File: src/rtl/pipe_ctrl_pkg.sv
// Shared constants, control-word types and the ID-stage opcode decoder
// for the 5-stage LEGv8 pipeline controller.
package pipe_ctrl_pkg;

  localparam int unsigned OP_W   = 11;
  localparam int unsigned RA_W   = 5;
  localparam int unsigned ALUC_W = 4;

  localparam logic [RA_W-1:0] XZR = '1;

  localparam logic [OP_W-1:0] OpAdd  = 11'b10001011000;
  localparam logic [OP_W-1:0] OpSub  = 11'b11001011000;
  localparam logic [OP_W-1:0] OpAnd  = 11'b10001010000;
  localparam logic [OP_W-1:0] OpOrr  = 11'b10101010000;
  localparam logic [OP_W-1:0] OpLdur = 11'b11111000010;
  localparam logic [OP_W-1:0] OpStur = 11'b11111000000;
  localparam logic [7:0]      OpCbzHi  = 8'b10110100;
  localparam logic [7:0]      OpCbnzHi = 8'b10110101;
  localparam logic [5:0]      OpBHi    = 6'b000101;

  localparam logic [ALUC_W-1:0] AluAnd   = 4'b0000;
  localparam logic [ALUC_W-1:0] AluOrr   = 4'b0001;
  localparam logic [ALUC_W-1:0] AluAdd   = 4'b0010;
  localparam logic [ALUC_W-1:0] AluSub   = 4'b0110;
  localparam logic [ALUC_W-1:0] AluPassB = 4'b0111;

  typedef struct packed {
    logic              reg_write;
    logic              mem_to_reg;
    logic              mem_read;
    logic              mem_write;
    logic              branch;
    logic              nzero;
    logic              uncond;
    logic              alu_src;
    logic [ALUC_W-1:0] alu_control;
    logic              illegal;
  } ctrl_t;

  typedef struct packed {
    logic reg_write;
    logic mem_to_reg;
    logic mem_read;
    logic mem_write;
    logic branch;
    logic nzero;
    logic uncond;
  } mem_ctrl_t;

  typedef struct packed {
    ctrl_t           ctrl;
    logic [RA_W-1:0] rn;
    logic [RA_W-1:0] r2;
    logic [RA_W-1:0] rd;
  } idex_t;

  typedef struct packed {
    mem_ctrl_t       ctrl;
    logic [RA_W-1:0] rd;
  } exmem_t;

  typedef struct packed {
    logic            reg_write;
    logic            mem_to_reg;
    logic [RA_W-1:0] rd;
  } memwb_t;

  function automatic ctrl_t decode(input logic [OP_W-1:0] op);
    ctrl_t c;
    c = '0;
    case (op)
      OpAdd: begin c.reg_write = 1'b1; c.alu_control = AluAdd; end
      OpSub: begin c.reg_write = 1'b1; c.alu_control = AluSub; end
      OpAnd: begin c.reg_write = 1'b1; c.alu_control = AluAnd; end
      OpOrr: begin c.reg_write = 1'b1; c.alu_control = AluOrr; end
      OpLdur: begin
        c.alu_src     = 1'b1;
        c.mem_read    = 1'b1;
        c.mem_to_reg  = 1'b1;
        c.reg_write   = 1'b1;
        c.alu_control = AluAdd;
      end
      OpStur: begin
        c.alu_src     = 1'b1;
        c.mem_write   = 1'b1;
        c.alu_control = AluAdd;
      end
      default: begin
        // Branch opcodes carry immediate bits in their low opcode field.
        if (op[OP_W-1 -: 8] == OpCbzHi) begin
          c.branch      = 1'b1;
          c.alu_control = AluPassB;
        end else if (op[OP_W-1 -: 8] == OpCbnzHi) begin
          c.branch      = 1'b1;
          c.nzero       = 1'b1;
          c.alu_control = AluPassB;
        end else if (op[OP_W-1 -: 6] == OpBHi) begin
          c.uncond = 1'b1;
        end else begin
          c.illegal = 1'b1;
        end
      end
    endcase
    return c;
  endfunction

endpackage

File: src/rtl/pipe_ctrl_if.sv
// Controller <-> datapath bundle: ID-stage fields in, per-stage controls,
// hazard/forwarding selects and status out.
interface pipe_ctrl_if import pipe_ctrl_pkg::*; #(
  parameter int unsigned CNT_W = 16
) ();

  logic [OP_W-1:0]   instr_id;
  logic [RA_W-1:0]   rn_id;
  logic [RA_W-1:0]   rm_id;
  logic [RA_W-1:0]   rd_id;
  logic              zero_mem;

  logic              reg2loc_id;
  logic              alu_src_ex;
  logic [ALUC_W-1:0] alu_control_ex;
  logic              mem_read_mem;
  logic              mem_write_mem;
  logic              reg_write_wb;
  logic              mem_to_reg_wb;
  logic [RA_W-1:0]   rd_wb;
  logic [1:0]        forward_a;
  logic [1:0]        forward_b;
  logic              pc_write;
  logic              ifid_write;
  logic              ifid_flush;
  logic              pc_src_mem;
  logic              illegal_op;
  logic [CNT_W-1:0]  stall_count;

  modport master (
    input  instr_id, rn_id, rm_id, rd_id, zero_mem,
    output reg2loc_id, alu_src_ex, alu_control_ex, mem_read_mem, mem_write_mem,
           reg_write_wb, mem_to_reg_wb, rd_wb, forward_a, forward_b, pc_write,
           ifid_write, ifid_flush, pc_src_mem, illegal_op, stall_count
  );

  modport slave (
    output instr_id, rn_id, rm_id, rd_id, zero_mem,
    input  reg2loc_id, alu_src_ex, alu_control_ex, mem_read_mem, mem_write_mem,
           reg_write_wb, mem_to_reg_wb, rd_wb, forward_a, forward_b, pc_write,
           ifid_write, ifid_flush, pc_src_mem, illegal_op, stall_count
  );

endinterface

File: src/rtl/pipe_controller_hazard_unit.sv
// Combinational load-use stall, branch resolution/flush and EX operand
// forwarding selects.
module pipe_hazard_unit import pipe_ctrl_pkg::*; #(
  parameter bit HAZ_EN = 1'b1,
  parameter bit FWD_EN = 1'b1
) (
  input  logic            i_mem_read_ex,
  input  logic [RA_W-1:0] i_rd_ex,
  input  logic [RA_W-1:0] i_rn_ex,
  input  logic [RA_W-1:0] i_r2_ex,
  input  logic [RA_W-1:0] i_rn_id,
  input  logic [RA_W-1:0] i_r2_id,
  input  logic            i_reg_write_mem,
  input  logic            i_branch_mem,
  input  logic            i_nzero_mem,
  input  logic            i_uncond_mem,
  input  logic [RA_W-1:0] i_rd_mem,
  input  logic            i_zero_mem,
  input  logic            i_reg_write_wb,
  input  logic [RA_W-1:0] i_rd_wb,
  output logic            o_stall,
  output logic            o_pc_src,
  output logic            o_pc_write,
  output logic            o_ifid_write,
  output logic            o_ifid_flush,
  output logic [1:0]      o_forward_a,
  output logic [1:0]      o_forward_b
);

  function automatic logic [1:0] fwd_sel(input logic [RA_W-1:0] src,
                                         input logic rw_mem, input logic [RA_W-1:0] rd_mem,
                                         input logic rw_wb, input logic [RA_W-1:0] rd_wb);
    if (rw_mem && rd_mem != XZR && rd_mem == src) return 2'b10;
    if (rw_wb && rd_wb != XZR && rd_wb == src) return 2'b01;
    return 2'b00;
  endfunction

  logic w_load_use;

  always_comb begin
    w_load_use = i_mem_read_ex && (i_rd_ex != XZR) &&
                 ((i_rd_ex == i_rn_id) || (i_rd_ex == i_r2_id));
    o_stall    = HAZ_EN && w_load_use;
    o_pc_src   = (i_branch_mem && (i_zero_mem ^ i_nzero_mem)) || i_uncond_mem;
    // A taken branch kills the stalled instruction anyway, so fetch proceeds.
    o_pc_write   = !o_stall || o_pc_src;
    o_ifid_write = !o_stall || o_pc_src;
    o_ifid_flush = o_pc_src;
    o_forward_a  = 2'b00;
    o_forward_b  = 2'b00;
    if (FWD_EN) begin
      o_forward_a = fwd_sel(i_rn_ex, i_reg_write_mem, i_rd_mem, i_reg_write_wb, i_rd_wb);
      o_forward_b = fwd_sel(i_r2_ex, i_reg_write_mem, i_rd_mem, i_reg_write_wb, i_rd_wb);
    end
  end

endmodule

File: src/rtl/pipe_controller.sv
// 5-stage LEGv8 controller: ID decode, ID/EX, EX/MEM, MEM/WB control
// registers, sticky illegal-opcode flag and saturating stall counter.
module pipe_controller import pipe_ctrl_pkg::*; #(
  parameter bit          HAZ_EN = 1'b1,
  parameter bit          FWD_EN = 1'b1,
  parameter int unsigned CNT_W  = 16
) (
  input  logic       i_clk,
  input  logic       i_rst_n,
  pipe_ctrl_if.master bus
);

  ctrl_t            w_ctrl_id;
  logic             w_reg2loc_id;
  logic [RA_W-1:0]  w_r2_id;
  idex_t            r_idex, w_idex_nxt;
  exmem_t           r_exmem, w_exmem_nxt;
  memwb_t           r_memwb, w_memwb_nxt;
  logic             r_illegal;
  logic             w_illegal_ex;
  logic [CNT_W-1:0] r_stall_cnt;
  logic             w_stall;
  logic             w_flush;
  logic             w_pc_write;
  logic             w_ifid_write;
  logic             w_ifid_flush;
  logic [1:0]       w_fwd_a;
  logic [1:0]       w_fwd_b;

  always_comb begin
    w_ctrl_id    = decode(bus.instr_id);
    w_reg2loc_id = w_ctrl_id.mem_write | w_ctrl_id.branch;
    w_r2_id      = w_reg2loc_id ? bus.rd_id : bus.rm_id;
  end

  pipe_hazard_unit #(
    .HAZ_EN (HAZ_EN),
    .FWD_EN (FWD_EN)
  ) u_hazard (
    .i_mem_read_ex   (r_idex.ctrl.mem_read),
    .i_rd_ex         (r_idex.rd),
    .i_rn_ex         (r_idex.rn),
    .i_r2_ex         (r_idex.r2),
    .i_rn_id         (bus.rn_id),
    .i_r2_id         (w_r2_id),
    .i_reg_write_mem (r_exmem.ctrl.reg_write),
    .i_branch_mem    (r_exmem.ctrl.branch),
    .i_nzero_mem     (r_exmem.ctrl.nzero),
    .i_uncond_mem    (r_exmem.ctrl.uncond),
    .i_rd_mem        (r_exmem.rd),
    .i_zero_mem      (bus.zero_mem),
    .i_reg_write_wb  (r_memwb.reg_write),
    .i_rd_wb         (r_memwb.rd),
    .o_stall         (w_stall),
    .o_pc_src        (w_flush),
    .o_pc_write      (w_pc_write),
    .o_ifid_write    (w_ifid_write),
    .o_ifid_flush    (w_ifid_flush),
    .o_forward_a     (w_fwd_a),
    .o_forward_b     (w_fwd_b)
  );

  // Bubbles are the all-zero reset NOP, register fields included.
  always_comb begin
    w_idex_nxt = '0;
    if (!w_stall && !w_flush) begin
      w_idex_nxt.ctrl = w_ctrl_id;
      w_idex_nxt.rn   = bus.rn_id;
      w_idex_nxt.r2   = w_r2_id;
      w_idex_nxt.rd   = bus.rd_id;
    end
    w_exmem_nxt = '0;
    if (!w_flush) begin
      w_exmem_nxt.ctrl.reg_write  = r_idex.ctrl.reg_write;
      w_exmem_nxt.ctrl.mem_to_reg = r_idex.ctrl.mem_to_reg;
      w_exmem_nxt.ctrl.mem_read   = r_idex.ctrl.mem_read;
      w_exmem_nxt.ctrl.mem_write  = r_idex.ctrl.mem_write;
      w_exmem_nxt.ctrl.branch     = r_idex.ctrl.branch;
      w_exmem_nxt.ctrl.nzero      = r_idex.ctrl.nzero;
      w_exmem_nxt.ctrl.uncond     = r_idex.ctrl.uncond;
      w_exmem_nxt.rd              = r_idex.rd;
    end
    w_memwb_nxt.reg_write  = r_exmem.ctrl.reg_write;
    w_memwb_nxt.mem_to_reg = r_exmem.ctrl.mem_to_reg;
    w_memwb_nxt.rd         = r_exmem.rd;
    // An illegal opcode being flushed out of EX never counts.
    w_illegal_ex = r_idex.ctrl.illegal && !w_flush;
  end

  always_ff @(posedge i_clk or negedge i_rst_n) begin
    if (!i_rst_n) begin
      r_idex      <= '0;
      r_exmem     <= '0;
      r_memwb     <= '0;
      r_illegal   <= 1'b0;
      r_stall_cnt <= '0;
    end else begin
      r_idex  <= w_idex_nxt;
      r_exmem <= w_exmem_nxt;
      r_memwb <= w_memwb_nxt;
      if (w_illegal_ex) begin
        r_illegal <= 1'b1;
      end
      if (w_stall && !w_flush && (r_stall_cnt != '1)) begin
        r_stall_cnt <= r_stall_cnt + CNT_W'(1);
      end
    end
  end

  assign bus.reg2loc_id     = w_reg2loc_id;
  assign bus.alu_src_ex     = r_idex.ctrl.alu_src;
  assign bus.alu_control_ex = r_idex.ctrl.alu_control;
  assign bus.mem_read_mem   = r_exmem.ctrl.mem_read;
  assign bus.mem_write_mem  = r_exmem.ctrl.mem_write;
  assign bus.reg_write_wb   = r_memwb.reg_write;
  assign bus.mem_to_reg_wb  = r_memwb.mem_to_reg;
  assign bus.rd_wb          = r_memwb.rd;
  assign bus.forward_a      = w_fwd_a;
  assign bus.forward_b      = w_fwd_b;
  assign bus.pc_write       = w_pc_write;
  assign bus.ifid_write     = w_ifid_write;
  assign bus.ifid_flush     = w_ifid_flush;
  assign bus.pc_src_mem     = w_flush;
  assign bus.illegal_op     = r_illegal | w_illegal_ex;
  assign bus.stall_count    = r_stall_cnt;

endmodule

File: src/flat_wrapper.sv
// flat-port wrapper written by rule: the top's interface ports become plain ports
module pipe_controller_flat import pipe_ctrl_pkg::*;
#(
  parameter bit          HAZ_EN = 1'b1,
  parameter bit          FWD_EN = 1'b1,
  parameter int unsigned CNT_W  = 16
)
  (i_clk, i_rst_n, bus_instr_id, bus_rn_id, bus_rm_id, bus_rd_id, bus_zero_mem, bus_reg2loc_id, bus_alu_src_ex, bus_alu_control_ex, bus_mem_read_mem, bus_mem_write_mem, bus_reg_write_wb, bus_mem_to_reg_wb, bus_rd_wb, bus_forward_a, bus_forward_b, bus_pc_write, bus_ifid_write, bus_ifid_flush, bus_pc_src_mem, bus_illegal_op, bus_stall_count);
  pipe_ctrl_if #(.CNT_W(CNT_W)) bus_i ();
  input  logic i_clk;
  input  logic i_rst_n;
  input wire logic [$bits(bus_i.instr_id)-1:0] bus_instr_id;
  input wire logic [$bits(bus_i.rn_id)-1:0] bus_rn_id;
  input wire logic [$bits(bus_i.rm_id)-1:0] bus_rm_id;
  input wire logic [$bits(bus_i.rd_id)-1:0] bus_rd_id;
  input wire logic [$bits(bus_i.zero_mem)-1:0] bus_zero_mem;
  output wire logic [$bits(bus_i.reg2loc_id)-1:0] bus_reg2loc_id;
  output wire logic [$bits(bus_i.alu_src_ex)-1:0] bus_alu_src_ex;
  output wire logic [$bits(bus_i.alu_control_ex)-1:0] bus_alu_control_ex;
  output wire logic [$bits(bus_i.mem_read_mem)-1:0] bus_mem_read_mem;
  output wire logic [$bits(bus_i.mem_write_mem)-1:0] bus_mem_write_mem;
  output wire logic [$bits(bus_i.reg_write_wb)-1:0] bus_reg_write_wb;
  output wire logic [$bits(bus_i.mem_to_reg_wb)-1:0] bus_mem_to_reg_wb;
  output wire logic [$bits(bus_i.rd_wb)-1:0] bus_rd_wb;
  output wire logic [$bits(bus_i.forward_a)-1:0] bus_forward_a;
  output wire logic [$bits(bus_i.forward_b)-1:0] bus_forward_b;
  output wire logic [$bits(bus_i.pc_write)-1:0] bus_pc_write;
  output wire logic [$bits(bus_i.ifid_write)-1:0] bus_ifid_write;
  output wire logic [$bits(bus_i.ifid_flush)-1:0] bus_ifid_flush;
  output wire logic [$bits(bus_i.pc_src_mem)-1:0] bus_pc_src_mem;
  output wire logic [$bits(bus_i.illegal_op)-1:0] bus_illegal_op;
  output wire logic [$bits(bus_i.stall_count)-1:0] bus_stall_count;
  assign bus_i.instr_id = bus_instr_id;
  assign bus_i.rn_id = bus_rn_id;
  assign bus_i.rm_id = bus_rm_id;
  assign bus_i.rd_id = bus_rd_id;
  assign bus_i.zero_mem = bus_zero_mem;
  assign bus_reg2loc_id = bus_i.reg2loc_id;
  assign bus_alu_src_ex = bus_i.alu_src_ex;
  assign bus_alu_control_ex = bus_i.alu_control_ex;
  assign bus_mem_read_mem = bus_i.mem_read_mem;
  assign bus_mem_write_mem = bus_i.mem_write_mem;
  assign bus_reg_write_wb = bus_i.reg_write_wb;
  assign bus_mem_to_reg_wb = bus_i.mem_to_reg_wb;
  assign bus_rd_wb = bus_i.rd_wb;
  assign bus_forward_a = bus_i.forward_a;
  assign bus_forward_b = bus_i.forward_b;
  assign bus_pc_write = bus_i.pc_write;
  assign bus_ifid_write = bus_i.ifid_write;
  assign bus_ifid_flush = bus_i.ifid_flush;
  assign bus_pc_src_mem = bus_i.pc_src_mem;
  assign bus_illegal_op = bus_i.illegal_op;
  assign bus_stall_count = bus_i.stall_count;
  pipe_controller #(.HAZ_EN(HAZ_EN), .FWD_EN(FWD_EN), .CNT_W(CNT_W)) u_core (.i_clk(i_clk), .i_rst_n(i_rst_n), .bus(bus_i));
endmodule
File: config.mk
export PLATFORM = sky130hd
export DESIGN_NAME = pipe_controller_flat
export DESIGN_NICKNAME = d
export VERILOG_FILES = /design/src/rtl/pipe_ctrl_pkg.sv /design/src/rtl/pipe_ctrl_if.sv /design/src/rtl/pipe_controller_hazard_unit.sv /design/src/rtl/pipe_controller.sv /design/src/flat_wrapper.sv
export SDC_FILE = /design/constraint.sdc
export NUM_CORES = 1
export LEC_CHECK = 0
export CAP_MARGIN = 20
export CORE_MARGIN = 2
export CORE_UTILIZATION = 45
export DETAILED_ROUTE_END_ITERATION = 12
export PLACE_DENSITY_LB_ADDON = 0.1
export SYNTH_ARGS = -nofsm -noshare
export SYNTH_HDL_FRONTEND = slang
export SYNTH_HIERARCHICAL = 1
export SYNTH_SLANG_ARGS = --single-unit
File: constraint.sdc
create_clock -name i_clk -period 3.75 [get_ports i_clk]
set_input_delay 0.9375 -clock i_clk [delete_from_list [all_inputs] [get_ports i_clk]]
set_output_delay 0.9375 -clock i_clk [all_outputs]
set_load 0.02 [all_outputs]
Word-level counts from Yosys, hierarchy flattened

Index checks and enable logic that the tools add are counted.

Muxes and demuxes: 34
Equal/unequal tests: 19
Reduce and logical (&&, ||, !) cells: 22
$add $sub $neg: 1
Bitwise gates (word level): 3

Operator list:

| kind                    | count |
|---|---|
| $eq A11 B11 Y1 const B  | 6 |
| $eq A5 B5 Y1            | 6 |
| $mux W28                | 1 |
| $mux W2                 | 11 |
| $add A16 B1 Y16 const B | 1 |
| $eq A8 B8 Y1 const B    | 2 |
| $mux W1                 | 16 |
| $ne A16 B16 Y1 const B  | 1 |
| $pmux W4 S4             | 1 |
| $ne A5 B5 Y1 const B    | 3 |
| $logic_and A1 B1 Y1     | 13 |
| $mux W12                | 1 |
| $eq A6 B3 Y1 const B    | 1 |
| $mux W3                 | 2 |
| $reduce_or A6 Y1        | 1 |
| $mux W5                 | 1 |
| $reduce_or A5 Y1        | 1 |
| $mux W4                 | 1 |
| $logic_or A1 B1 Y1      | 3 |
| $reduce_or A3 Y1        | 1 |
| $logic_not A1 Y1        | 2 |
| $or A1 B1 Y1            | 2 |
| $reduce_or A2 Y1        | 1 |
| $xor A1 B1 Y1           | 1 |

Word-level logic and storage cells: 105
Register bits after elaboration: 64
Input bits: 29
Output and inout port bits: 40

Logic depth before layout (Yosys ltp)

Gate-level depths: netlist of run 1.

Word-level depth: 13
Mapped depth: 13
Gate-level depth less buffers: 12

By module

The synthesis of run 1 kept the hierarchy.

Modules (own cells, without submodules):

| module           | area an instance (µm²) | cells an instance | times used |
|---|---|---|---|
| pipe_controller  | 2536.2                 | 204               | 1 |
| pipe_hazard_unit | 431.7                  | 57                | 1 |

Worst setup path before layout of run 1

No wires, ideal clock.

Kind: input to output
Start: input bus_instr_id[0]
End: output bus_pc_write
Cell stages on the path: 10
Path slack: -0.247 ns
Buffers on the path: 2
Data arrival time: 3.059 ns
Required time: 2.812 ns
Path through: nor4b_2 > nor4bb_1 > o21a_2 > buf_6 > mux2_4 > xor2_1 > nor3_1 > nand3_1 > a211o_1 > buf_4

Word-level cells in the longest chain between the ends: 10
Elaborated cells on any way between the ends: 16

RTL lines:

| item                       | line                              | text |
|---|---|---|
| from (decl)                | flat_wrapper.sv:12                | `input wire logic [$bits(bus_i.instr_id)-1:0] bus_instr_id;` |
| $eq A11 B11 Y1             | pipe_ctrl_pkg.sv:71               | `case (op)` |
| $reduce_or A6 Y1 (no line) | -                                 |  |
| $mux W3                    | pipe_ctrl_pkg.sv:71               |  |
| $or A1 B1 Y1 *             | pipe_controller.sv:32             | `w_reg2loc_id = w_ctrl_id.mem_write \| w_ctrl_id.branch;` |
| net bus_reg2loc_id         | flat_wrapper.sv:17                | `output wire logic [$bits(bus_i.reg2loc_id)-1:0] bus_reg2loc_id;` |
| $mux W5 *                  | pipe_controller.sv:33             | `w_r2_id = w_reg2loc_id ? bus.rd_id : bus.rm_id;` |
| net u_core.w_r2_id[3]      | pipe_controller.sv:15             | `logic [RA_W-1:0] w_r2_id;` |
| $eq A5 B5 Y1 *             | pipe_controller_hazard_unit.sv:42 | `((i_rd_ex == i_rn_id) \|\| (i_rd_ex == i_r2_id));` |
| $logic_or A1 B1 Y1 *       | pipe_controller_hazard_unit.sv:42 |  |
| $logic_and A1 B1 Y1 *      | pipe_controller_hazard_unit.sv:41 | `w_load_use = i_mem_read_ex && (i_rd_ex != XZR) &&` |
| $logic_not A1 Y1 *         | -                                 |  |
| $logic_or A1 B1 Y1 *       | -                                 |  |
| to (decl)                  | flat_wrapper.sv:27                | `output wire logic [$bits(bus_i.pc_write)-1:0] bus_pc_write;` |

Mark *: on every way through the listed nets, which the timed path passes. The rest lies on a longest branch.

Worst setup path after layout of run 1

Start: input bus_instr_id[9]
End: output bus_pc_write

Word-level cells in the longest chain between the ends: 11
Elaborated cells on any way between the ends: 20

RTL lines:

| item                  | line                              | text |
|---|---|---|
| $eq A8 B8 Y1          | pipe_ctrl_pkg.sv:93               | `end else if (op[OP_W-1 -: 8] == OpCbnzHi) begin` |
| $mux W2               | pipe_ctrl_pkg.sv:93               |  |
| $mux W1               | pipe_ctrl_pkg.sv:90               | `if (op[OP_W-1 -: 8] == OpCbzHi) begin` |
| $mux W3               | pipe_ctrl_pkg.sv:71               |  |
| $or A1 B1 Y1 *        | pipe_controller.sv:32             |  |
| $mux W5 *             | pipe_controller.sv:33             |  |
| net u_core.w_r2_id[3] | pipe_controller.sv:15             |  |
| $eq A5 B5 Y1 *        | pipe_controller_hazard_unit.sv:42 |  |
| $logic_or A1 B1 Y1 *  | pipe_controller_hazard_unit.sv:42 |  |
| $logic_and A1 B1 Y1 * | pipe_controller_hazard_unit.sv:41 |  |
| $logic_not A1 Y1 *    | pipe_controller_hazard_unit.sv:46 | `o_pc_write = !o_stall \|\| o_pc_src;` |
| $logic_or A1 B1 Y1 *  | pipe_controller_hazard_unit.sv:46 |  |

Marks and branches as above.

==> results of run 1 <==
==> per-layer routing <==
metal,up-vias,wire length [um],global-route usage [%]
met2,54,3180,32.0
met4,0,120,9.09
met5,-,0,0
met1,1097,2730,23.3
met3,11,310,4.96
li1,1089,-,-
==> path summary, 6_finish.rpt <==
kind / startpoint / end / cells after the start
max in group asynchronous: i_rst_n / u_core/r_idex[5]$_DFF_PN0_ / 2
hold reg to reg: u_core/r_exmem[11]$_DFF_PN0_ / u_core/bus.reg_write_wb$_DFF_PN0_ / 0
hold / removal: u_core/r_exmem[11]$_DFF_PN0_ / u_core/bus.reg_write_wb$_DFF_PN0_ / 0
min in group asynchronous: i_rst_n / u_core/bus.alu_control_ex[2]$_DFF_PN0_ / 2
setup / recovery: bus_instr_id[9] / bus_pc_write / 9
setup reg to reg: u_core/r_idex[0]$_DFF_PN0_ / u_core/bus.stall_count[1]$_DFFE_PN0P_ / 10
==> layout make-up <==
type,count,area (um2)
Fill cell,523,2210
Sequential cell,61,1530
Multi-Input combinational cell,181,1420
Timing Repair Buffer,95,888
Clock buffer,12,145
Tap cell,77,96.3
Clock inverter,4,33.8
Inverter,9,33.8
==> through the flow <==
| step | worst slack (ns) | utilization, % | cells | TNS (ns) |
|---|---|---|---|---|
| 2_1_floorplan | -0.242 | - | 261 | -0.314 |
| 3_3_place_gp | -1.01 | 60.9 | 421 | -9.15 |
| 3_5_place_dp | -1.07 | 60.9 | 421 | -11.66 |
| 4_1_cts | -0.311 | 65.1 | 441 | -0.864 |
| 5_1_grt | -0.365 | 65.2 | 439 | -0.729 |
| 6_report | -0.276 | 65.2 | 439 | -0.549 |
==> power groups by stage <==
| stage | sequential (mW) | clock [mW] | combinational (mW) |
|---|---|---|---|
| after floorplan | 0.714 | 0 | 0.0543 |
| after global placement | 0.712 | 0 | 0.136 |
| final | 0.700 | 0.513 | 0.138 |
| after global routing | 0.703 | 0.558 | 0.151 |
| after detailed placement | 0.713 | 0 | 0.139 |
| after CTS | 0.700 | 0.529 | 0.142 |
==> timing repair <==
action,4_1_cts,5_1_grt
resized for setup,47,9
endpoints found under the setup margin,5,40
pin swaps,13,8
setup buffers,5,1
gates cloned,0,0
==> synthesized netlist by cell type (2+ instances only) <==
master    instances
a21o_1            3
a21oi_1           3
a41o_1            2
and2_1            9
and3_1            4
and4_1            2
and4b_1           2
buf_4             6
clkbuf_1          3
dfrtp_1          61
inv_1             9
mux2_2            3
mux2_4            3
mux2i_1           6
nand2_1          20
nand3_1          13
nand4_1           3
nand4_4           2
nor2_1            6
nor2b_1          14
nor3_1           11
nor4_1            4
nor4_2            2
nor4_4            2
nor4bb_1          2
o21ai_0           4
or4_1             2
xnor2_1          11
xor2_1           31
==> logic make-up after synthesis <==
family                   Yosys count  synth area share, %
multiplexers                      12                 4.68
AND/OR/NAND/NOR                  103                 22.3
AO/OA/AOI/OAI                     22                 5.27
adder cells (fa/ha/maj)            1                0.422
other                              1                0.126
buffers and inverters             19                 3.41
XOR/XNOR                          42                 12.4
flip-flops                        61                 51.4
==> state kept, by name, indices dropped and copies added, names as in the netlist <==
register	cells
u_core/bus.alu_control_ex	3
u_core/bus.alu_src_ex	1
u_core/bus.mem_read_mem	1
u_core/bus.mem_to_reg_wb	1
u_core/bus.mem_write_mem	1
u_core/bus.rd_wb	5
u_core/bus.reg_write_wb	1
u_core/bus.stall_count	16
u_core/r_exmem	9
u_core/r_idex	22
u_core/r_illegal	1
==> worst register-to-register path: cells and delay by family, from the launching register on <==
kind	cells	cell delay, ns
simple gates	4	0.70
mux	1	0.31
compound gates	1	0.15
buf+inv	3	0.40
flops	1	0.44
xor+xnor	1	0.18
==> metrics.md, run 1 <==
| Metric | Value |
|---|---|
| Synthesized Nets | 291 |
| Max Cap Viol | 0 |
| Ys flop type | dfrtp_1 |
| Area leader, netlist | dfrtp_1 |
| Most frequent cells in the layout | dfrtp_1 (61), clkdlybuf4s50_1 (53), xor2_1 (31), buf_4 (25), nand2_1 (20) |
| Endpoints failing setup | 2 |
| Clk slew on worst S/H paths | 0.07 ns |
| Die Span X | 85.2 um |
| # IOs | 69 |
| Post-Synthesis Cells | 261 |
| Final Cycle Share | 107% |
| First-pass GRT wire length | 10800 um |
| Max clock buf depth | 2 |
| Diodes inserted | 0 |
| DR WL/cell | 14.5 um |
| Largest cells by area after synthesis | dfrtp_1 (51%), xor2_1 (9.1%), xnor2_1 (3.2%) |
| Starting Density | 46.7% |
| DRC violations left | 0 |
| Routability-driven placement congestion ratio | 0.844 |
| Nets | 387 |
| Max FO, Critical Path | 5 |
| PwrDens | 326 nW/um2 |
| Detailed Route Iter0 Violations | 50 |
| TritonCTS Buffers | 9 |
| Worst-margin pin slew | 0.749 ns |
| Outcome | complete, but fails checks |
| Worst setup margin | -0.276 ns |
| Largest net degree at the start of global routing | 62 |
| Net Sw Frac | 25.0% |
| Core area | 6350 um2 |
| DR pass1 iterations | 4 |
| Clock sinks | 61 |
| Combinational Power Share | 10.2% |
| Ys Warns | 6 |
| Ys async rst share | 100% |
| GRT Total Usage | 19.2% |
| Largest stage delay, worst path | 0.35 ns |
| Flop2flop setup slack | 1.49 ns |
| Switching pwr | 337 uW |
| CP max stage cell | nor3b_1 |
| Crit-path cells | dlygate4sd2_1 > nor3b_1 > o21a_4 > mux2_4 > xor2_1 > nor3_1 > nand3_1 > a211o_1 > buf_6 |
| Via-per-instance ratio | 5.13 |
| Vias | 2251 |
| Layout cell share with drive strength beyond 1 | 20.2% |
| Int Pwr | 1.01 mW |
| Final slew viol count | 0 |
| Die H | 85.2 um |
| Critical Path RT | 2.81 ns |
| Area of the die | 7260 um2 |
| Vias in the first global route | 2352 |
| Min Tclk post-route | 4.03 ns |
| Fmax | 0.248 GHz |
| Clk_lat worst skew | 0.34 ns |
| Leak | 1.97 nW |
| CP top delay family | simple AND/OR/NAND/NOR gates |
| Sequential share of the synthesized area | 51.4% |
| Post-route cell area | 4140 um2 |
| Final Hold Fails | 0 |
| Post-DP HPWL | 4820 um |
| Post-synth design cell area | 2970 um2 |
| Clock power share | 38.0% |
| Wirelength, routed | 6350 um |
| VDD IR max | 0.192 mV |
| Post-Route Skew | 0.0134 ns |
| IO buf count | 67 |
| CP Buf/Inv Count | 2 |
| EDFF count, synth | 0 |
| Total power | 1.35 mW |
| Cts hold-fix bufs | 0 |
| RSZ-0062 raised after global routing | yes |
| Unique cell type count in the Yosys netlist | 47 |
| Initial antenna violation count | 0 |
| CP Launch Type | input port |
| Commonest non-fill, non-tap cell in the layout | dfrtp_1 |
| FP Rows | 29 |
| Post-Place Cell Area | 3870 um2 |
| P&R area growth vs syn | 39.5% |
| Post-synthesis register bit count | 61 |
| Post-synth top area share | 51.4% |
| Hold crit path type | reg2reg |
| Hold Slack | 0.374 ns |
| Critical Path End Type | output pin |
| Violated checks | setup timing |
| Sequential share of power | 51.8% |
| Crit path DAT | 3.09 ns |
| H-tree levels | 3 |
| Root buffer cell | clkbuf_8 |
| Grt ovf | 0 |
| TritonCTS clock tree | done |
| Post-route ant nets | 0 |
| Synth Area per Inst | 11.4 um2 |
| CP Class | in2out |
| Rel. slew slack | 50.1% |
No activity file was read; power rests on OpenSTA's default activity.
==> run 2, diff against run 1 <==
--- a/config.mk
+++ b/config.mk
@@ -7,10 +7,9 @@
 export LEC_CHECK = 0
 export CAP_MARGIN = 20
 export CORE_MARGIN = 2
-export CORE_UTILIZATION = 45
+export CORE_UTILIZATION = 46
 export DETAILED_ROUTE_END_ITERATION = 12
 export PLACE_DENSITY_LB_ADDON = 0.1
 export SYNTH_ARGS = -nofsm -noshare
 export SYNTH_HDL_FRONTEND = slang
-export SYNTH_HIERARCHICAL = 1
 export SYNTH_SLANG_ARGS = --single-unit
==> metrics.md, run 2 <==
| Metric | Value |
|---|---|
| Worst setup path startpoint | bus_instr_id[3] |
| Worst setup endpoint | bus_pc_write |
| Hold crit path type | reg2reg |
| Die H | 86.1 um (+0.99%) |
| P&R area growth vs syn | 44.1% |
| Most frequent cell after synthesis | dfrtp_1 |
| R2R depth | 9 (-1) |
| VDD IR max | 0.159 mV (-17%) |
| Crit Reg-Reg Endpoint | u_core.bus.stall_count[14]$_DFFE_PN0P_ |
| Unique cell type count in the Yosys netlist | 47 (unchanged) |
| DR WL/cell | 14.8 um (+2.5%) |
| Crit path DAT | 2.74 ns (-0.35 ns) |
| Via-per-instance ratio | 5.21 (+1.6%) |
| Detailed Route Iter0 Violations | 59 (+18%) |
| Wirelength, routed | 7130 um (+12%) |
| Setup TNS | 0 ns (+0.549 ns) |
| H-tree levels | 3 (unchanged) |
| Area leader, netlist | dfrtp_1 |
| Largest net degree at the start of global routing | 43 (-31%) |
| Critical Path RT | 2.81 ns (about the same) |
| Outcome | finished clean |
| Die Span X | 86.1 um (+0.99%) |
| Layout cell share with drive strength beyond 1 | 20.3% (+0.13 points) |
| Cts hold-fix bufs | 0 (unchanged) |
| Starting Density | 48.2% (+1.5 points) |
| Diodes inserted | 0 (unchanged) |
| Core area | 6420 um2 (+1.1%) |
| Worst-margin pin slew | 0.598 ns (-0.152 ns) |
| Post-synthesis register bit count | 61 (unchanged) |
| Max FO, Critical Path | 4 (-1) |
| Ys Warns | 0 (-6) |
| Routability-driven placement congestion ratio | 0.894 (+6.0%) |
| TritonCTS Buffers | 9 (unchanged) |
| Clock sinks | 61 (unchanged) |
| Vias | 2505 (+11%) |
| PwrDens | 354 nW/um2 (+8.4%) |
| Simple-Gate Fraction of Synth Area | 24.6% (+2.4 points) |
| Root buffer cell | clkbuf_8 |
| Commonest non-fill, non-tap cell in the layout | dfrtp_1 |
| Switching pwr | 350 uW (+3.6%) |
| Worst Min Path Start | u_core.r_exmem[11]$_DFF_PN0_ |
| Area of the die | 7400 um2 (+2.0%) |
| Max Cap Viol | 0 (unchanged) |
| # IOs | 69 (unchanged) |
| EDFF count, synth | 0 (unchanged) |
| Commonest cells post-synth | dfrtp_1 (61), xor2_1 (34), nor2_1 (19) |
| Post-Route Skew | 0.00933 ns (-0.00404 ns) |
| Final slew viol count | 0 (unchanged) |
| Mux share of post-synthesis cell area | 2.34% (-2.3 points) |
| Max FFs per register | 22 (unchanged) |
| Total power | 1.58 mW (+17%) |
| Biggest register | u_core.r_idex |
| Clock power share | 44.6% (+6.6 points) |
| IO buf count | 67 (unchanged) |
| Stages on worst setup path | 10 (+1) |
| Final Cycle Share | 98.2% (-9.2 points) |
| CP top delay family | simple AND/OR/NAND/NOR gates |
| XOR/XNOR Fraction of Synth Area | 13.8% (+1.4 points) |
| CP most frequent cell | buf_4 |
| TritonCTS clock tree | done |
| Ys async rst share | 100% (unchanged) |
| Clk slew on worst S/H paths | 0.07 ns (about the same) |
| Most frequent cells in the layout | dfrtp_1 (61), clkdlybuf4s50_1 (52), buf_4 (43), xor2_1 (33), nor2_1 (19) |
| First-pass GRT wire length | 11800 um (+9.6%) |
| Endpoints failing setup | 0 (-2) |
| Leak | 2.14 nW (+8.7%) |
| Post-synth top area share | 49.3% (-2.1 points) |
| Synthesized Nets | 325 (+12%) |
| Final Hold Fails | 0 (unchanged) |
| Sequential share of the synthesized area | 49.3% (-2.1 points) |
| Post-DP HPWL | 5170 um (+7.4%) |
| Fmax | 0.272 GHz (+9.4%) |
| DR pass1 iterations | 4 (unchanged) |
| Ys flop type | dfrtp_1 |
| Combinational Power Share | 11.1% (+0.9 points) |
| Worst setup margin | 0.0692 ns (+0.345 ns) |
| GRT Total Usage | 20.8% (+1.6 points) |
| Clk_lat worst skew | 0.34 ns (about the same) |
| CP Buf/Inv Count | 4 (+2) |
| Crit-path cells | clkdlybuf4s15_1 > nor4b_4 > and2_4 > buf_4 > nor4b_1 > buf_4 > a2111oi_4 > a21oi_2 > nand2b_4 > buf_6 |
| Critical Path End Type | output pin |
| Nets | 429 (+11%) |
| Hold Slack | 0.374 ns (+0.000191 ns) |
| Post-synth design cell area | 3100 um2 (+4.3%) |
| CP max stage cell | a2111oi_4 |
| Post-synthesis compound-gate area fraction | 5.41% (+0.14 points) |
| Largest cells by area after synthesis | dfrtp_1 (49%), xor2_1 (9.6%), xnor2_1 (3.7%) |
| Post-Synthesis Cells | 295 (+13%) |
| DRC violations left | 0 (unchanged) |
| Post-route ant nets | 0 (unchanged) |
| Rel. slew slack | 59.6% (+9.5 points) |
| Sequential share of power | 44.3% (-7.5 points) |
| Max clock buf depth | 2 (unchanged) |
| Flop2flop setup slack | 1.12 ns (-0.37 ns) |
| Grt ovf | 0 (unchanged) |
| Net Sw Frac | 22.1% (-2.8 points) |
| Int Pwr | 1.23 mW (+21%) |
| Vias in the first global route | 2522 (+7.2%) |
| Initial antenna violation count | 0 (unchanged) |
| Synth Area per Inst | 10.5 um2 (-7.7%) |
| Adder-Cell Fraction of Synth Area | 0.404% (-0.018 points) |
| Combinational family with the most area after synthesis | simple AND/OR/NAND/NOR gates |
| Dpl ws | -0.617 ns (+0.456 ns) |
| FP Rows | 29 (unchanged) |
| RR Startpoint | u_core.r_idex[1]$_DFF_PN0_ |
| CP Class | in2out |
| CP Launch Type | input port |
| Min Tclk post-route | 3.68 ns (-0.345 ns) |
| Largest stage delay, worst path | 0.33 ns (-0.02 ns) |
run 2: cell types whose count changed in the layout (fill, tap and decap cells not counted), sizes merged, moves of 4 or more:
| cell | change |
|---|---|
| and3 | +10 |
| buf | +12 |
| clkdlybuf4s15 | +7 |
| mux2 | -4 |
| nand2 | -6 |
| nand2b | +7 |
| nor2 | +12 |
| nor2b | -7 |
| nor4b | +5 |
run 2: cell type report:
type                            instances  area [um2]
Sequential cell                        61        1530
Tap cell                               77        96.3
Multi-Input combinational cell        209        1570
Fill cell                             492        1960
Inverter                                7        26.3
Clock inverter                          4        95.1
Clock buffer                           12         145
Timing Repair Buffer                  111        1010
run 2: timing repair:
action                                  4_1_cts  5_1_grt
cloned                                        0        0
pin swaps                                     7       10
setup buffers                                 4        7
gates resized for setup                      30       21
endpoints found under the setup margin        3        2
run 2: worst min path at each step:
stage / to / slack (ns) / depth (start not counted)
after floorplan: u_core.bus.reg_write_wb$_DFF_PN0_ / 0.35 / 0
after global placement: u_core.bus.reg_write_wb$_DFF_PN0_ / 0.39 / 0
after detailed placement: u_core.bus.reg_write_wb$_DFF_PN0_ / 0.36 / 0
after CTS: u_core.bus.reg_write_wb$_DFF_PN0_ / 0.38 / 0
after global routing: u_core.bus.reg_write_wb$_DFF_PN0_ / 0.39 / 0
final: u_core.bus.reg_write_wb$_DFF_PN0_ / 0.37 / 0
run 2: metrics by stage:
step / instance area, um2 / std cells / util, %
global placement: 4040 / 454 / 62.9
finish: 4460 / 481 / 69.5
detailed placement: 4040 / 454 / 62.9
global route: 4460 / 481 / 69.5
floorplan: 3120 / 295 / -
CTS: 4350 / 474 / 67.7
run 2: kinds of logic after synthesis:
group | Yosys count
AO/OA/AOI/OAI | 22
XOR/XNOR | 48
adder cells (fa/ha/maj) | 1
buffers and inverters | 25
flip-flops | 61
multiplexers | 7
other | 1
AND/OR/NAND/NOR | 130
run 2: layer usage:
layer	track usage (%)	share of wire (%)
met5	0	0
met4	8.23	2.2
met3	5.00	4.3
met2	35.6	51
met1	25.1	43
run 2: power groups by stage:
stage	combinational [mW]	clock [mW]	sequential (mW)
floorplan	0.0730	0	0.705
global placement	0.160	0	0.710
detailed placement	0.162	0	0.710
CTS	0.168	0.719	0.698
global route	0.191	0.752	0.701
finish	0.175	0.705	0.699
run 2: worst reg2reg max path: stages (launching register included):
cell       delay (ns)
dfrtp_1          0.54
nor2b_4          0.09
a2111oi_4        0.33
buf_4            0.16
o31ai_2          0.07
nor4b_4          0.30
a21oi_2          0.10
buf_4            0.24
or4_4            0.55
xnor2_2          0.14
==> RTL edit 1 (config.mk and constraints of run 2) <==
Set the package constant `ALUC_W` to 6 (it was 4).
--- a/src/rtl/pipe_ctrl_pkg.sv
+++ b/src/rtl/pipe_ctrl_pkg.sv
@@ -5,5 +5,5 @@
   localparam int unsigned OP_W   = 11;
   localparam int unsigned RA_W   = 5;
-  localparam int unsigned ALUC_W = 4;
+  localparam int unsigned ALUC_W = 6;
 
   localparam logic [RA_W-1:0] XZR = '1;
Interface: changed (resized bus_alu_control_ex); port bits go from 69 to 71. The function was not compared with the original's and may differ.
==> RTL edit 1 against run 2 <==
- highest routed layer unchanged
- sequential cell count did not move
- largest cell class unchanged
- synthesized area is 0.48% higher
- design area fell by 2.7%
- final cell count fell by 1.0%
- sequential share of layout area grew 0.94 points
- routed wire length fell by 1.9%
- power shrank 8.4%
- maximum frequency rose by 0.64%
- setup slack gained 0.024 ns
- global-route usage fell by 0.77 points
==> RTL edit 1: results (changes against run 2) <==
outcome:
  status: "completed"
cts:
  cts_setup_buffers: 3  # -1
  ctsHtreeMaxLevel: 3  # unchanged
  cts_resized: 24  # -20%
global_route:
  grt_pass1_vias: 2488  # -1.3%
  antenna_found_initial: 0  # unchanged
  globalRouteMet1Util: 0.2516  # +0.0004690
  met3_usage: 0.03143  # -0.01862
  grt_max_degree: 36  # -16%
  grt_use_total: 0.1999  # -0.007709
  use_met2: 0.3369  # -0.01903
  grt_pass1_wl_mm: 11.42  # -3.6%
worst_setup_path:
  crit_path_max_incr_delay_ns: 0.43  # +0.10 ns
  crit_fanout: 2  # -2
  rrSetupSlack_ns: 0.92  # -0.20 ns
  crit_family: "buffers and inverters"
  arrival_ns: 2.72  # -0.02 ns
  crit_slowest_cell: "clkdlybuf4s50_1"
sta:
  skew_ns: 0.01499  # +0.005661 ns
  slew_headroom: 0.5011  # -0.09498
layout:
  drive_above_1_share: 0.1830  # -0.02001
  nNetsFinal: 424  # -1.2%
yosys:
  yosys-mux-area-fraction: 0.02332  # -0.0001131
  synthAdderAreaFrac: 0.004021  # -0.00001950
  synthXorXnorAreaFrac: 0.1375  # -0.0006667
  synthTopCellsByArea: "dfrtp_1 (49%), xor2_1 (9.6%), xnor2_1 (3.7%), and3_1 (2.8%), nor2_1 (2.3%)"
  synth_compound_gate_area_share: 0.05388  # -0.0002612
  async_flop_share: 1.000  # unchanged
  yosysSeqAreaShare: 0.4906  # -0.002378
power:
  p_int_mw: 1.090  # -11%
  p_leak_nw: 2.058  # -3.8%
  vdd_drop_max_mv: 0.2047  # +29%
detailed_routing:
  drt-vias-per-instance: 5.248  # +0.77%
  drt-met1-wl_mm: 3.065  # +0.52%
  wl_met2_mm: 3.511  # -3.0%
  firstDrtPassIters: 4  # unchanged
  dr.first_iter.drc_count: 89  # +51%
  wire_per_inst_um: 14.69  # -0.92%
place:
  dpl_cell_area_um2: 4054  # +0.37%
  port_buffers: 67  # unchanged
  dpl.hpwl_mm: 5.203  # +0.59%
==> RTL edit 1: final timing paths <==
check                                                   from                                      to  depth (start not counted)
setup / recovery                                bus_rm_id[1]                          bus_ifid_write                          9
hold / removal             u_core.bus.mem_read_mem$_DFF_PN0_      u_core.bus.mem_to_reg_wb$_DFF_PN0_                          0
setup reg to reg                  u_core.r_idex[2]$_DFF_PN0_  u_core.bus.stall_count[14]$_DFFE_PN0P_                         10
hold reg to reg            u_core.bus.mem_read_mem$_DFF_PN0_      u_core.bus.mem_to_reg_wb$_DFF_PN0_                          0
max in group asynchronous                            i_rst_n             u_core.r_exmem[4]$_DFF_PN0_                          2
min in group asynchronous                            i_rst_n   u_core.bus.stall_count[8]$_DFFE_PN0P_                          1
==> RTL edit 1: cell type report <==
type,instances,area (um2)
clock inverter,4,47.55
tap,77,96.34
clock buffer,12,145.1
fill,515,2115
timing repair buffer,104,947.2
sequential,61,1526
multi-input combinational,211,1555
inverter,7,26.28
==> RTL edit 1: metrics by stage <==
| stage | instances | hold slack (ns) | power (mW) |
|---|---|---|---|
| after floorplan | 299 | 0.3478 | 0.7818 |
| after global placement | 457 | 0.3839 | 0.8720 |
| after detailed placement | 457 | 0.3923 | 0.8753 |
| after CTS | 476 | 0.4070 | 1.449 |
| after global routing | 476 | 0.4148 | 1.506 |
| final | 476 | 0.3959 | 1.447 |
==> RTL edit 1: power groups by stage <==
stage | Clock (mW) | Sequential, mW | Combinational, mW
after floorplan | 0 | 0.705 | 0.0763
after global placement | 0 | 0.710 | 0.162
after detailed placement | 0 | 0.710 | 0.165
after CTS | 0.584 | 0.698 | 0.167
after global routing | 0.617 | 0.701 | 0.188
final | 0.577 | 0.699 | 0.172
==> RTL edit 2 (flow settings as in run 2) <==
Made on the original files. Reset style: synchronous (`i_rst_n`), changed in one clocked block.
--- a/src/rtl/pipe_controller.sv
+++ b/src/rtl/pipe_controller.sv
@@ -88,5 +88,5 @@
   end
 
-  always_ff @(posedge i_clk or negedge i_rst_n) begin
+  always_ff @(posedge i_clk) begin
     if (!i_rst_n) begin
       r_idex      <= '0;
Check against the original RTL: differs if i_rst_n is asserted again (counterexample within 4 cycles, from zero or initial values and one cycle with i_rst_n low); with i_rst_n held inactive, the same outputs for 10 cycles.
==> RTL edit 2 against run 2 <==
- non-clock buffer count up 26
- routed wire length increased by 6.2%
- worst hold slack improved by 0.086 ns
- synthesized area decreased by 4.5%
- first-iteration DRC count rose by 98%
- register-to-register slack got worse by 0.59 ns
- setup slack got worse by 0.27 ns
- sequential cell count unchanged
- the run now ends with negative setup slack left
- power shrank 7.3%
- sequential share of layout area down 6.1 points
- design area is 2.6% lower
- clock skew shrank 0.0026 ns
==> RTL edit 2: results (changes against run 2) <==
yosys:
  synthFlopType: "dfxtp_1"
  synth_compound_gate_area_share: 0.1227  # +0.06853
  synthXorXnorAreaFrac: 0.1007  # -0.03750
  synthAdderAreaFrac: 0.004230  # +0.0001897
  synth_cell_types: 50  # +6.4%
sta:
  finalSetupViolCount: 2  # +2
  setup-tns-final_ns: -0.4070  # -0.4070 ns
  setup_ws_ns: -0.2037  # -0.2729 ns
global_route:
  grt_pass1_wl_mm: 12.77  # +7.9%
  globalRouteMet1Util: 0.2801  # +0.02899
outcome:
  violations: "negative setup slack"
  status: "finished with violations"
place:
  gp_congestion: 0.9410  # +5.2%
detailed_routing:
  met3_wirelength_um: 350  # +14%
  wl_met2_mm: 3.752  # +3.7%
  drt-vias-per-instance: 5.218  # +0.19%
power:
  clkPwrFrac: 0.420  # -0.026
worst_setup_path:
  crit_family: "compound AO/OA/AOI/OAI gates"
  reg2regPathDepth: 12  # +3
  arrival_ns: 3.02  # +0.28 ns
  crit_path_max_incr_delay_ns: 0.43  # +0.10 ns
floorplan:
  core_area_um2: 6277  # -2.3%
layout:
  clkCellAreaFrac: 0.04751  # -0.006317
  multi_input_cells: 244  # +17%
  seq_area_um2: 1221  # -20%
cts:
  clk_latency_ns: 0.32  # -0.02 ns
==> RTL edit 2: changes by cell type after synthesis, sizes merged, moves of 5 or more <==
| cell | change |
|---|---|
| dfrtp | -61 |
| and2 | +11 |
| o21ai | +9 |
| or3 | +5 |
| dfxtp | +61 |
| o31ai | +7 |
| or4 | +6 |
| xor2 | -10 |
| a21oi | +20 |
| nand2 | +8 |
==> RTL edit 2: path summary, 6_finish.rpt <==
check	slack, ns	end	start
worst max-delay path	-0.20	bus_ifid_write	bus_rm_id[0]
worst min-delay path	0.46	u_core.r_exmem[5]$_SDFF_PP0_	u_core.r_idex[21]$_SDFF_PP0_
worst max register to register	0.53	u_core.bus.stall_count[3]$_SDFFE_PN0P_	u_core.r_idex[1]$_SDFF_PN0_
worst min register to register	0.46	u_core.r_exmem[5]$_SDFF_PP0_	u_core.r_idex[21]$_SDFF_PP0_
==> RTL edit 2: timing repair <==
action,CTS,global route
setup endpoints to repair,3,2
setup buffers,10,3
hold endpoints to repair,0,0
pin swaps,13,7
resized for setup,84,3
